File: config.mk
export PLATFORM = sky130hd
export DESIGN_NAME = seq_loader_avalon
export DESIGN_NICKNAME = d
export VERILOG_FILES = /design/src/rtl/seq_loader_avalon.sv
export SDC_FILE = /design/constraint.sdc
export NUM_CORES = 1
export LEC_CHECK = 0
export ABC_AREA = 1
export CAP_MARGIN = 25
export CORE_MARGIN = 3
export CORE_UTILIZATION = 42
export CTS_CLUSTER_SIZE = 20
export DETAILED_ROUTE_END_ITERATION = 12
export PLACE_DENSITY = 0.82
export RECOVER_POWER = 100
export SLEW_MARGIN = 20
export SYNTH_ARGS = -nofsm -noshare
export SYNTH_HDL_FRONTEND = slang
export SYNTH_SLANG_ARGS = --single-unit
File: constraint.sdc
create_clock -name clk -period 1.9 [get_ports clk]
set_clock_uncertainty 0.05 [all_clocks]
set_input_delay 0.19 -clock clk [delete_from_list [all_inputs] [get_ports clk]]
set_output_delay 0.19 -clock clk [all_outputs]
set_load 0.1 [all_outputs]
File: src/rtl/seq_loader_avalon.sv
// seq_loader_avalon: Avalon-MM register front end for short_solver.
// Holds two packed 2-bit base sequences, drives the solver reset sequence,
// times the solver run and reports status, run length and sticky errors
// through a small 64-bit register map with zero-latency reads.
module seq_loader_avalon #(
    parameter int LEN1       = 10,
    parameter int LEN2       = 9,
    parameter int RST_CYCLES = 2,
    parameter int TIMEOUT    = 4096
) (
    input  logic              clk,
    input  logic              rst,
    input  logic [5:0]        avm_main_address,
    input  logic [7:0]        avm_main_byteenable,
    input  logic              avm_main_read,
    output logic [63:0]       avm_main_readdata,
    input  logic              avm_main_write,
    input  logic [63:0]       avm_main_writedata,
    output logic [2*LEN1-1:0] seq1,
    output logic [2*LEN2-1:0] seq2,
    output logic              solver_rst,
    input  logic              solver_finished
);

    // State codes are visible in STATUS[7:5], so the encoding is fixed.
    typedef enum logic [2:0] {
        S_IDLE = 3'd0,
        S_RSTQ = 3'd1,
        S_RUN  = 3'd2,
        S_DONE = 3'd3
    } state_t;

    localparam logic [5:0]  A_CTRL    = 6'd0;
    localparam logic [5:0]  A_STATUS  = 6'd1;
    localparam logic [5:0]  A_CYCLES  = 6'd2;
    localparam logic [5:0]  A_SEQ1    = 6'd4;
    localparam logic [5:0]  A_SEQ2    = 6'd5;
    localparam logic [15:0] RST_LAST  = 16'(RST_CYCLES - 1);
    localparam logic [31:0] TIMEOUT_W = 32'(TIMEOUT);

    state_t            state_q;
    logic [2*LEN1-1:0] seq1_q, seq1_d;
    logic [2*LEN2-1:0] seq2_q, seq2_d;
    logic              loaded1_q, loaded2_q;
    logic              done_q;
    logic              err_notloaded_q, err_busywrite_q, err_timeout_q;
    logic              solver_rst_q;
    logic [15:0]       rst_cnt_q;
    logic [31:0]       cycles_q, cycles_inc;
    logic              wr_ctrl, start_cmd, abort_cmd, wr_seq1, wr_seq2, busy;
    logic [63:0]       rdata;

    // The read strobe is not needed: reads are combinational and side-effect free.
    logic unused_inputs;
    assign unused_inputs = ^{avm_main_read, avm_main_writedata};

    // Decode this cycle's bus write into commands and sequence updates
    always_comb begin
        // NOTE: every signal written in always_comb is given a value on every path, otherwise a latch is inferred.
        wr_ctrl    = avm_main_write && (avm_main_address == A_CTRL) && avm_main_byteenable[0];
        start_cmd  = wr_ctrl && avm_main_writedata[0];
        abort_cmd  = wr_ctrl && avm_main_writedata[1];
        wr_seq1    = avm_main_write && (avm_main_address == A_SEQ1);
        wr_seq2    = avm_main_write && (avm_main_address == A_SEQ2);
        busy       = (state_q == S_RSTQ) || (state_q == S_RUN);
        cycles_inc = (cycles_q == 32'hFFFF_FFFF) ? cycles_q : cycles_q + 32'd1;
    end

    // Merge write data into the held sequences base by base, honouring byteenable
    always_comb begin
        seq1_d = seq1_q;
        seq2_d = seq2_q;
        for (int i = 0; i < LEN1; i++) begin
            if (avm_main_byteenable[i / 4]) seq1_d[2*i +: 2] = avm_main_writedata[2*i +: 2];
        end
        for (int i = 0; i < LEN2; i++) begin
            if (avm_main_byteenable[i / 4]) seq2_d[2*i +: 2] = avm_main_writedata[2*i +: 2];
        end
    end

    // Control FSM plus all register-map state, with registered solver reset
    always_ff @(posedge clk) begin
        // NOTE: sequential state uses non-blocking assignments so every register sees pre-edge values.
        if (rst) begin
            state_q         <= S_IDLE;
            seq1_q          <= '0;
            seq2_q          <= '0;
            loaded1_q       <= 1'b0;
            loaded2_q       <= 1'b0;
            done_q          <= 1'b0;
            err_notloaded_q <= 1'b0;
            err_busywrite_q <= 1'b0;
            err_timeout_q   <= 1'b0;
            solver_rst_q    <= 1'b1;
            rst_cnt_q       <= '0;
            cycles_q        <= '0;
        end else begin
            // Sequence writes are frozen while the solver is working on them.
            if (wr_seq1) begin
                if (busy) begin
                    err_busywrite_q <= 1'b1;
                end else begin
                    seq1_q    <= seq1_d;
                    loaded1_q <= 1'b1;
                end
            end
            if (wr_seq2) begin
                if (busy) begin
                    err_busywrite_q <= 1'b1;
                end else begin
                    seq2_q    <= seq2_d;
                    loaded2_q <= 1'b1;
                end
            end

            if (abort_cmd) begin
                // Abort wins over start and over any run-state transition.
                state_q      <= S_IDLE;
                solver_rst_q <= 1'b1;
                done_q       <= 1'b0;
            end else begin
                case (state_q)
                    S_IDLE, S_DONE: begin
                        if (start_cmd) begin
                            if (loaded1_q && loaded2_q) begin
                                state_q         <= S_RSTQ;
                                solver_rst_q    <= 1'b1;
                                rst_cnt_q       <= '0;
                                cycles_q        <= '0;
                                done_q          <= 1'b0;
                                err_notloaded_q <= 1'b0;
                                err_busywrite_q <= 1'b0;
                                err_timeout_q   <= 1'b0;
                            end else begin
                                err_notloaded_q <= 1'b1;
                            end
                        end
                    end
                    S_RSTQ: begin
                        if (rst_cnt_q == RST_LAST) begin
                            state_q      <= S_RUN;
                            solver_rst_q <= 1'b0;
                        end else begin
                            rst_cnt_q <= rst_cnt_q + 16'd1;
                        end
                    end
                    S_RUN: begin
                        cycles_q <= cycles_inc;
                        if (solver_finished) begin
                            state_q <= S_DONE;
                            done_q  <= 1'b1;
                        end else if (cycles_inc >= TIMEOUT_W) begin
                            state_q       <= S_IDLE;
                            solver_rst_q  <= 1'b1;
                            err_timeout_q <= 1'b1;
                        end
                    end
                    default: begin
                        state_q      <= S_IDLE;
                        solver_rst_q <= 1'b1;
                    end
                endcase
            end
        end
    end

    // Zero-latency read mux; unmapped and write-only words read as zero
    always_comb begin
        rdata = '0;
        case (avm_main_address)
            A_STATUS: rdata[7:0] = {state_q, err_timeout_q, err_busywrite_q,
                                    err_notloaded_q, done_q, busy};
            A_CYCLES: rdata[31:0] = cycles_q;
            A_SEQ1:   rdata[2*LEN1-1:0] = seq1_q;
            A_SEQ2:   rdata[2*LEN2-1:0] = seq2_q;
            default:  rdata = '0;
        endcase
    end

    assign avm_main_readdata = rdata;
    assign seq1              = seq1_q;
    assign seq2              = seq2_q;
    assign solver_rst        = solver_rst_q;

endmodule

=== Word level (Yosys, flattened, before mapping) ===
Cells that the tools add are included.
Widths: inputs -> output; s select.

* Logic and storage cells: 105
* Bits in registers: 96
* Output and inout bits: 103

* Bitwise gates (word level): 2
* Add/sub/neg operators: 2
* Eq/ne operators: 17
* Reductions and logical operators: 29
* Muxes and demuxes: 38
* Magnitude comparators: 1

{| class="wikitable"
|+ Operators with widths
! operator !! count
|-
| $mux 32 || 3
|-
| $pmux 32 s2 || 1
|-
| $mux 16 || 3
|-
| $add 32x1->32 const B || 1
|-
| $eq 32x32->1 const B || 1
|-
| $ge 32x13->1 const B || 1
|-
| $pmux 16 s2 || 1
|-
| $pmux 8 s4 || 1
|-
| $pmux 10 s3 || 1
|-
| $reduce_and 3->1 || 7
|-
| $mux 1 || 17
|-
| $add 16x1->16 const B || 1
|-
| $eq 16x1->1 const B || 1
|-
| $mux 3 || 5
|-
| $eq 6x3->1 const B || 2
|-
| $mux 12 || 1
|-
| $reduce_and 4->1 || 3
|-
| $ne 2x2->1 const B || 5
|-
| $reduce_and 5->1 || 2
|-
| $pmux 3 s3 || 1
|-
| $logic_and 1x1->1 || 7
|-
| $eq 3x2->1 const B || 2
|-
| $eq 6x1->1 const B || 1
|-
| $eq 6x2->1 const B || 1
|-
| other kinds (14) || 20
|}

=== Depth between registers and ports, before layout ===
Gate-level depths: netlist of run 1.

* Depth after elaboration: 10
* Gate-level depth with buffers: 17
* Mapped depth without buffers: 17

=== Worst setup path before layout of run 1 ===
No wires, ideal clock.

* Path kind: input -> output
* From: input avm_main_address[2]
* To: output avm_main_readdata[18]
* Data required time: 1660 ps
* Arrival time: 3253 ps
* Path slack: -1593 ps
* Stages on the path: 5
* Path buffers: 0
* Cell sequence: inv_1 -> nand2_1 -> nor4_1 -> inv_2 -> o21ai_0

* Longest elaborated chain between the ends: 2

{| class="wikitable"
|+ RTL lines
! item !! line !! text
|-
| start, declared || 13 || <nowiki>input logic [5:0] avm_main_address,</nowiki>
|-
| $eq 6x3->1 / $eq 6x2->1 (equally long branches) || 170 || <nowiki>case (avm_main_address)</nowiki>
|-
| $pmux 2 s2 (*) || 170 ||
|-
| end, declared || 16 || <nowiki>output logic [63:0] avm_main_readdata,</nowiki>
|}

Every way passes the cells marked *; elsewhere a longest branch is shown, timed or not.

=== Worst setup path after layout of run 1 ===
* From: register cycles_q[9]
* To: register solver_rst_q, in the netlist solver_rst

* Longest elaborated chain between the ends: 5

{| class="wikitable"
|+ RTL lines
! item !! line !! text
|-
| start, declared || 49 || <nowiki>logic [31:0] cycles_q, cycles_inc;</nowiki>
|-
| start signal, assigned || 148 || <nowiki>cycles_q <= cycles_inc;</nowiki>
|-
| $add 32x1->32 / $eq 32x32->1 (equally long branches) || 66 || <nowiki>cycles_inc = (cycles_q == 32'hFFFF_FFFF) ? cycles_q : cycles_q + 32'd1;</nowiki>
|-
| $mux 32 (*) || 66 ||
|-
| $ge 32x13->1 (*) || 152 || <nowiki>end else if (cycles_inc >= TIMEOUT_W) begin</nowiki>
|-
| $ne 2x1->1 (no line) (*) || -- ||
|-
| $reduce_and 5->1 (no line) (*) || -- ||
|-
| end signal, assigned || 94 || <nowiki>solver_rst_q <= 1'b1;</nowiki>
|-
| end signal, assigned || 154 || <nowiki>solver_rst_q <= 1'b1;</nowiki>
|-
| end signal, assigned || 160 || <nowiki>solver_rst_q <= 1'b1;</nowiki>
|-
| end, declared || 47 || <nowiki>logic solver_rst_q;</nowiki>
|}

Marked as above.
A chain may end at the register's enable or synchronous reset.

==> flow_summary.toml, run 1 <==
[outcome]
outcome = "finished with violations"
violations = "negative setup slack"

[global_route]
grt_pass1_vias = 6866
overflow = 0
track_usage = 0.277
antenna_found_initial = 0
grt_pass1_wl_um = 33200
grt_max_degree = 41

[clocking]
clk_latency_ns = 0.36
cts_tree = "built"
numCtsBuffers = 9
cts.sinks = 95
ctsHoldBuffers = 0
htreeDepth = 3
clk_root_buffer_cell = "clkbuf_16"
clockBufferDepth = 2
clkTransAtPathRegs_ns = 0.07

[synth]
syn_area_sq_um = 5650
yosys_warnings = 0
synth-edff-count = 0
synth_common_cells = "nand2_1 (234), nor2_1 (186), dfxtp_1 (95)"
synth_top_area_cell = "dfxtp_1"
synth-xor-area-share = 0.0140
synth_cell_types = 39
synth_top_family_by_area = "simple AND/OR/NAND/NOR gates"
synth_most_common_cell = "nand2_1"
ys_ff_latch = 95
synth_adder_area_share = 0.0111
syn_area_per_cell_sq_um = 6.20
synthCells = 910
netlist.area_leader.share = 0.337
synth_compound_area_frac = 0.134
synthMuxAreaShare = 0
ys_top_cells_by_area = "dfxtp_1 (34%), nand2_1 (16%), nor2_1 (12%), inv_1 (5.9%), o21ai_0 (4.9%)"
async_reset_ff_frac = 0
ys.flop_type = "dfxtp_1"
ys_seq_area_frac = 0.337
synthSimpleGateAreaFrac = 0.382

[floorplanning]
ios = 186
start_util = 0.438
core_sq_um = 12900
die_w_um = 122
rows = 41
dieArea_sq_um = 14900
die_h_um = 122

[sta]
rsz0062_at_grt = "yes"
drv_slew = 0
worstMarginPinSlew_ns = 0.572
max_slew_margin = 0.620
worst_slack_ns = -0.523
fmax_mhz = 413
setup_viol = 122
layout_min_cycle_time_ns = 2.42
period_share = 1.28
hold_viol_final = 0

[place]
gp_congestion = 1.00
dpl.cell_count = 1275
hpwl_um = 13800
io_buffers = 103
post-place-ws_ns = -0.494

[setup_path]
timing.rr.end = "solver_rst"
crit_type = "flip-flop to flip-flop"
end_kind = "flip-flop"
crit_fanout = 3
cp.arrival_ns = 2.63
r2r_cells = 16
reg2reg_slack_ns = -0.52
cp-startpoint = "cycles_q[9]"
worstPathRequired_ns = 2.11
start_kind = "flip-flop"
r2r_start = "cycles_q[9]"

[routing]
ant_nets = 0
viasPerCell = 5.81
dr.pass1.iters = 7
drt-total-wl_um = 25800
routedWlPerCell_um = 19.3
drt-initial-drc-count = 1092
vias = 7780
drc = 0

[power]
ir_drop_uv = 617
powerDensity_nw_per_um2 = 461
p_leak_uw = 0.00407
totalPowerFinal_uw = 4310

[flow_run]
maxCapViolCount = 0

[cells_and_area]
fillers = 825
antenna_cells = 0
drive_gt1_frac = 0.393
instances_no_fill = 1340
area_delta_synth_final_pct = 65.5
nets = 1251

[hold_path]
hold_path_class = "primary input to flip-flop"
holdPathStages = 3
hold_path_end = "seq1[19]"
min_from = "avm_main_writedata[19]"
## layer usage
layer  GRT usage  routed length [um]  up-vias
met1       0.334                8750     3525
met5           0                   0        -
met4       0.139                2040        0
li1            -                   -     3374
met3      0.0617                2630      237
met2       0.465               12400      644
## worst max-delay path by stage
| stage | to | cells after the start | slack [ns] |
|---|---|---|---|
| after floorplan | avm_main_readdata[11] | 5 | -0.76 |
| after global placement | rst_cnt_q[12] | 13 | -0.44 |
| after detailed placement | rst_cnt_q[13] | 13 | -0.49 |
| after CTS | solver_rst | 16 | -0.29 |
| after global routing | solver_rst | 16 | -0.58 |
| final | solver_rst | 16 | -0.52 |
## stage by stage
stage / hold WS [ns] / setup TNS (ns) / util / area (sq um)
2_1_floorplan: 0.275 / -15.91 / - / 5890
3_3_place_gp: 0.395 / -31.07 / 0.614 / 7910
3_5_place_dp: 0.398 / -36.54 / 0.614 / 7910
4_1_cts: 0.283 / -2.73 / 0.671 / 8640
5_1_grt: 0.392 / -25.09 / 0.726 / 9350
6_report: 0.379 / -14.42 / 0.726 / 9350
## cell families (layout without fill, tap and decap cells)
logic type | count (synthesis) | in the layout
other | 1 | 32
flip-flops | 95 | 95
AO/OA/AOI/OAI | 132 | 132
buffers and inverters | 145 | 369
AND/OR/NAND/NOR | 523 | 526
XOR/XNOR | 9 | 9
adder cells (fa/ha/maj) | 5 | 5
## state kept, by name, indices dropped and copies added (netlist names)
| signal | flops |
|---|---|
| loaded2_q | 1 |
| cycles_q | 32 |
| seq1 | 20 |
| rst_cnt_q | 16 |
| state_q | 2 |
| err_notloaded_q | 1 |
| solver_rst | 1 |
| err_timeout_q | 1 |
| loaded1_q | 1 |
| err_busywrite_q | 1 |
| seq2 | 18 |
| done_q | 1 |
## repair_timing
action                     in CTS  in global routing
setup endpoints to repair      81                 99
pin swaps                      34                 64
cloned                          5                  0
gates resized for setup        85                191
setup buffers                  21                 26
## worst max-delay path, cell delays in order (launching register included)
cell and delay (ns):
dfxtp_1 0.44, nand2_2 0.12, nor2_2 0.14, buf_4 0.14, nand2_1 0.11, nor2_2 0.23
nand2_1 0.09, nand2_1 0.08, nand3_2 0.10, nor2_4 0.11, nand3_2 0.11, nor2_4 0.19
nand3_4 0.13, nand3_4 0.09, nand2_1 0.08, inv_1 0.07, nand2_1 0.05
## layout by cell type (no fill, tap or decap), types with 7 or more instances in the layout
master           netlist  routed
nand3_1               53      26
nand3_2                2      24
a21oi_1               44      25
clkdlybuf4s50_1        0      24
nor2_2                 6      23
dfxtp_1               95      77
nor2_4                 1      21
o21ai_0               55      44
xor2_1                 8       7
buf_12                 0      36
dfxtp_2                0      15
nand2_1              234     201
buf_4                 33     128
inv_4                  0       7
inv_1                 89      69
nand2_2                5      27
conb_1                 1      32
nand2_4                0      11
clkbuf_2               0      44
o21ai_2                1       8
nand3_4                0       8
nor2_1               186     149
buf_6                  2      16
o211ai_1              10      10
nor3_2                 1       7
clkbuf_16              0      12
nand4_1                8       8
nor3_1                18      11
inv_2                  4      14
a21oi_2                0      19
## power breakdown
group          total (uW)  switching, uW  internal (uW)
logic                 528            416            112
registers            1990           3.19           1990
clock network        1790            887            902
total                4310           1310           3000
## area by class of cell
class,count,area [sq um],share of cell area
sequential,95,1930,0.207
clock inverter,7,53.8,0.00576
tap,172,215,0.0230
inverter,94,385,0.0412
timing repair buffer,259,2530,0.270
clock buffer,9,225,0.0241
multi-input combinational,704,4010,0.429
(Power assumes the default switching activity.)
==> inputs of run 2 (changes only) <==
==> constraint.sdc (replaced) <==
create_clock -name clk -period 1.97 [get_ports clk]
set_clock_uncertainty 0.05 [all_clocks]
set_input_delay 0.197 -clock clk [delete_from_list [all_inputs] [get_ports clk]]
set_output_delay 0.197 -clock clk [all_outputs]
set_load 0.1 [all_outputs]
==> flow_summary.toml, run 2 (synthesis gave the netlist of run 1 again) <==
[outcome]
outcome = "finished with violations"
violations = "negative setup slack"

[floorplanning]
rows = 41
dieArea_sq_um = 14900
ios = 186
die_h_um = 122
die_w_um = 122
start_util = 0.438
core_sq_um = 12900

[power]
p_leak_uw = 0.00389
powerDensity_nw_per_um2 = 476
ir_drop_uv = 430

[routing]
drt-initial-drc-count = 1017
drt-total-wl_um = 22700
drt-met1-wl_um = 8060
top_layer = "met4"
route.met2.wl_um = 11300
dr.pass1.iters = 8
vias = 7367
routedWlPerCell_um = 17.2
viasPerCell = 5.58
wl_met3_um = 2090
ant_nets = 0
drc = 0

[setup_path]
slowest_stage = "dfxtp_1"
end_kind = "flip-flop"
crit_type = "flip-flop to flip-flop"
start_kind = "flip-flop"
cp_num_buf_inv = 0
worstPathRequired_ns = 2.18
max_stage_delay_ns = 0.41
worstPathCellList = "nand2_1, nor2_1, nand2_1, nor2_1, nand2_1, nand2_1, nand3_2, nor2_1, nand3_2, nor2_4, nand3_2, nand2_2, nand2_1, nand2_1, nor2_1"
cp.arrival_ns = 2.64
crit_fanout = 3
critPathTopFamily = "simple AND/OR/NAND/NOR gates"
path_common_cell = "nand2_1"

[place]
placed_cell_area_sq_um = 7930
dpl.cell_count = 1282
hpwl_um = 13800
gp_congestion = 0.959
io_buffers = 103

[sta]
worst_slack_ns = -0.461
max_slew_margin = 0.617
whs_ns = 0.367
layout_min_cycle_time_ns = 2.43
worstMarginPinSlew_ns = 0.576
period_share = 1.23
fin_tns_setup_ns = -5.47
hold_viol_final = 0
rsz0062_at_grt = "yes"
drv_slew = 0
fmax_mhz = 411
setup_viol = 62

[clocking]
cts.sinks = 95
clkTransAtPathRegs_ns = 0.08
htreeDepth = 3
clk_root_buffer_cell = "clkbuf_16"
clk_latency_ns = 0.36
clockBufferDepth = 2
numCtsBuffers = 9
ctsHoldBuffers = 0
cts_tree = "built"

[cells_and_area]
drive_gt1_frac = 0.351
largest_reg_flops = 32
fillers = 896
final_util = 0.702
instances_no_fill = 1321
fin_area_sq_um = 9040
layout_common_cells = "nand2_1 (203), nor2_1 (149), buf_4 (117), dfxtp_1 (85), inv_1 (75)"
area_delta_synth_final_pct = 60.2
regMostFlops = "cycles_q"
antenna_cells = 0
final_common_cell = "nand2_1"
nets = 1232

[global_route]
grt_max_degree = 41
overflow = 0
grt_pass1_wl_um = 32000
antenna_found_initial = 0
grt_pass1_vias = 6776
track_usage = 0.269

[hold_path]
hold_path_class = "primary input to flip-flop"

[flow_run]
maxCapViolCount = 0
==> run 2: cell count changes in the layout (fill, tap and decap cells not counted), moves of 6 or more <==
cell	before	now
buf_4	128	117
dfxtp_1	77	85
nand3_1	26	34
a21oi_2	19	12
dfxtp_2	15	8
a21oi_1	25	31
inv_1	69	75
o21ai_0	44	50
==> run 2: per-stage QoR <==
step	setup slack, ns	total power, uW
after floorplan	-0.706	2360
after global placement	-0.312	2440
after detailed placement	-0.369	2440
after CTS	-0.118	4270
after global routing	-0.527	4370
final	-0.461	4300
==> run 2: power by group <==
group          internal (uW)  switching [uW]  total [uW]
Combinational            101             390         491
Sequential              1920            2.85        1920
Clock                   1010             880        1890
Total                   3030            1270        4300
==> run 2: cell type report <==
type                    instances  area, sq um  area share
clock inverters                 7         90.1     0.00996
flip-flops and latches         95         1920       0.212
repair buffers                242         2380       0.263
inverters                      94          373      0.0412
clock buffers                   9          225      0.0249
multi-input cells             702         3840       0.425
well taps                     172          215      0.0238
==> run 2: routing by layer <==
metal  up-vias  track usage
met5         -            0
met4         0        0.129
met3       122       0.0664
met2       517        0.457
met1      3384        0.317
li1       3344            -
==> run 2: what timing repair did <==
item | CTS | global route
endpoints found under the hold margin | 0 | 0
endpoints found under the setup margin | 47 | 101
setup buffers | 13 | 10
gates cloned | 3 | 1
pin swaps | 22 | 40
gates resized for setup | 98 | 121
==> run 2: worst register-to-register path: stages (launching register included) <==
cell and delay [ns]:
dfxtp_1 0.41, nand2_1 0.13, nor2_1 0.24, nand2_1 0.18
nor2_1 0.23, nand2_1 0.10, nand2_1 0.09, nand3_2 0.09
nor2_1 0.15, nand3_2 0.13, nor2_4 0.16, nand3_2 0.12
nand2_2 0.10, nand2_1 0.05, nand2_1 0.05, nor2_1 0.04
==> run 2: path summary, 6_finish.rpt <==
path,from,to,slack [ns],cells past startpoint
worst min-delay path,avm_main_writedata[18],seq1[18],0.37,3
worst max register to register,cycles_q[12],state_q[0],-0.46,15
worst min register to register,solver_rst,solver_rst,0.41,2
worst max-delay path,cycles_q[12],state_q[0],-0.46,15
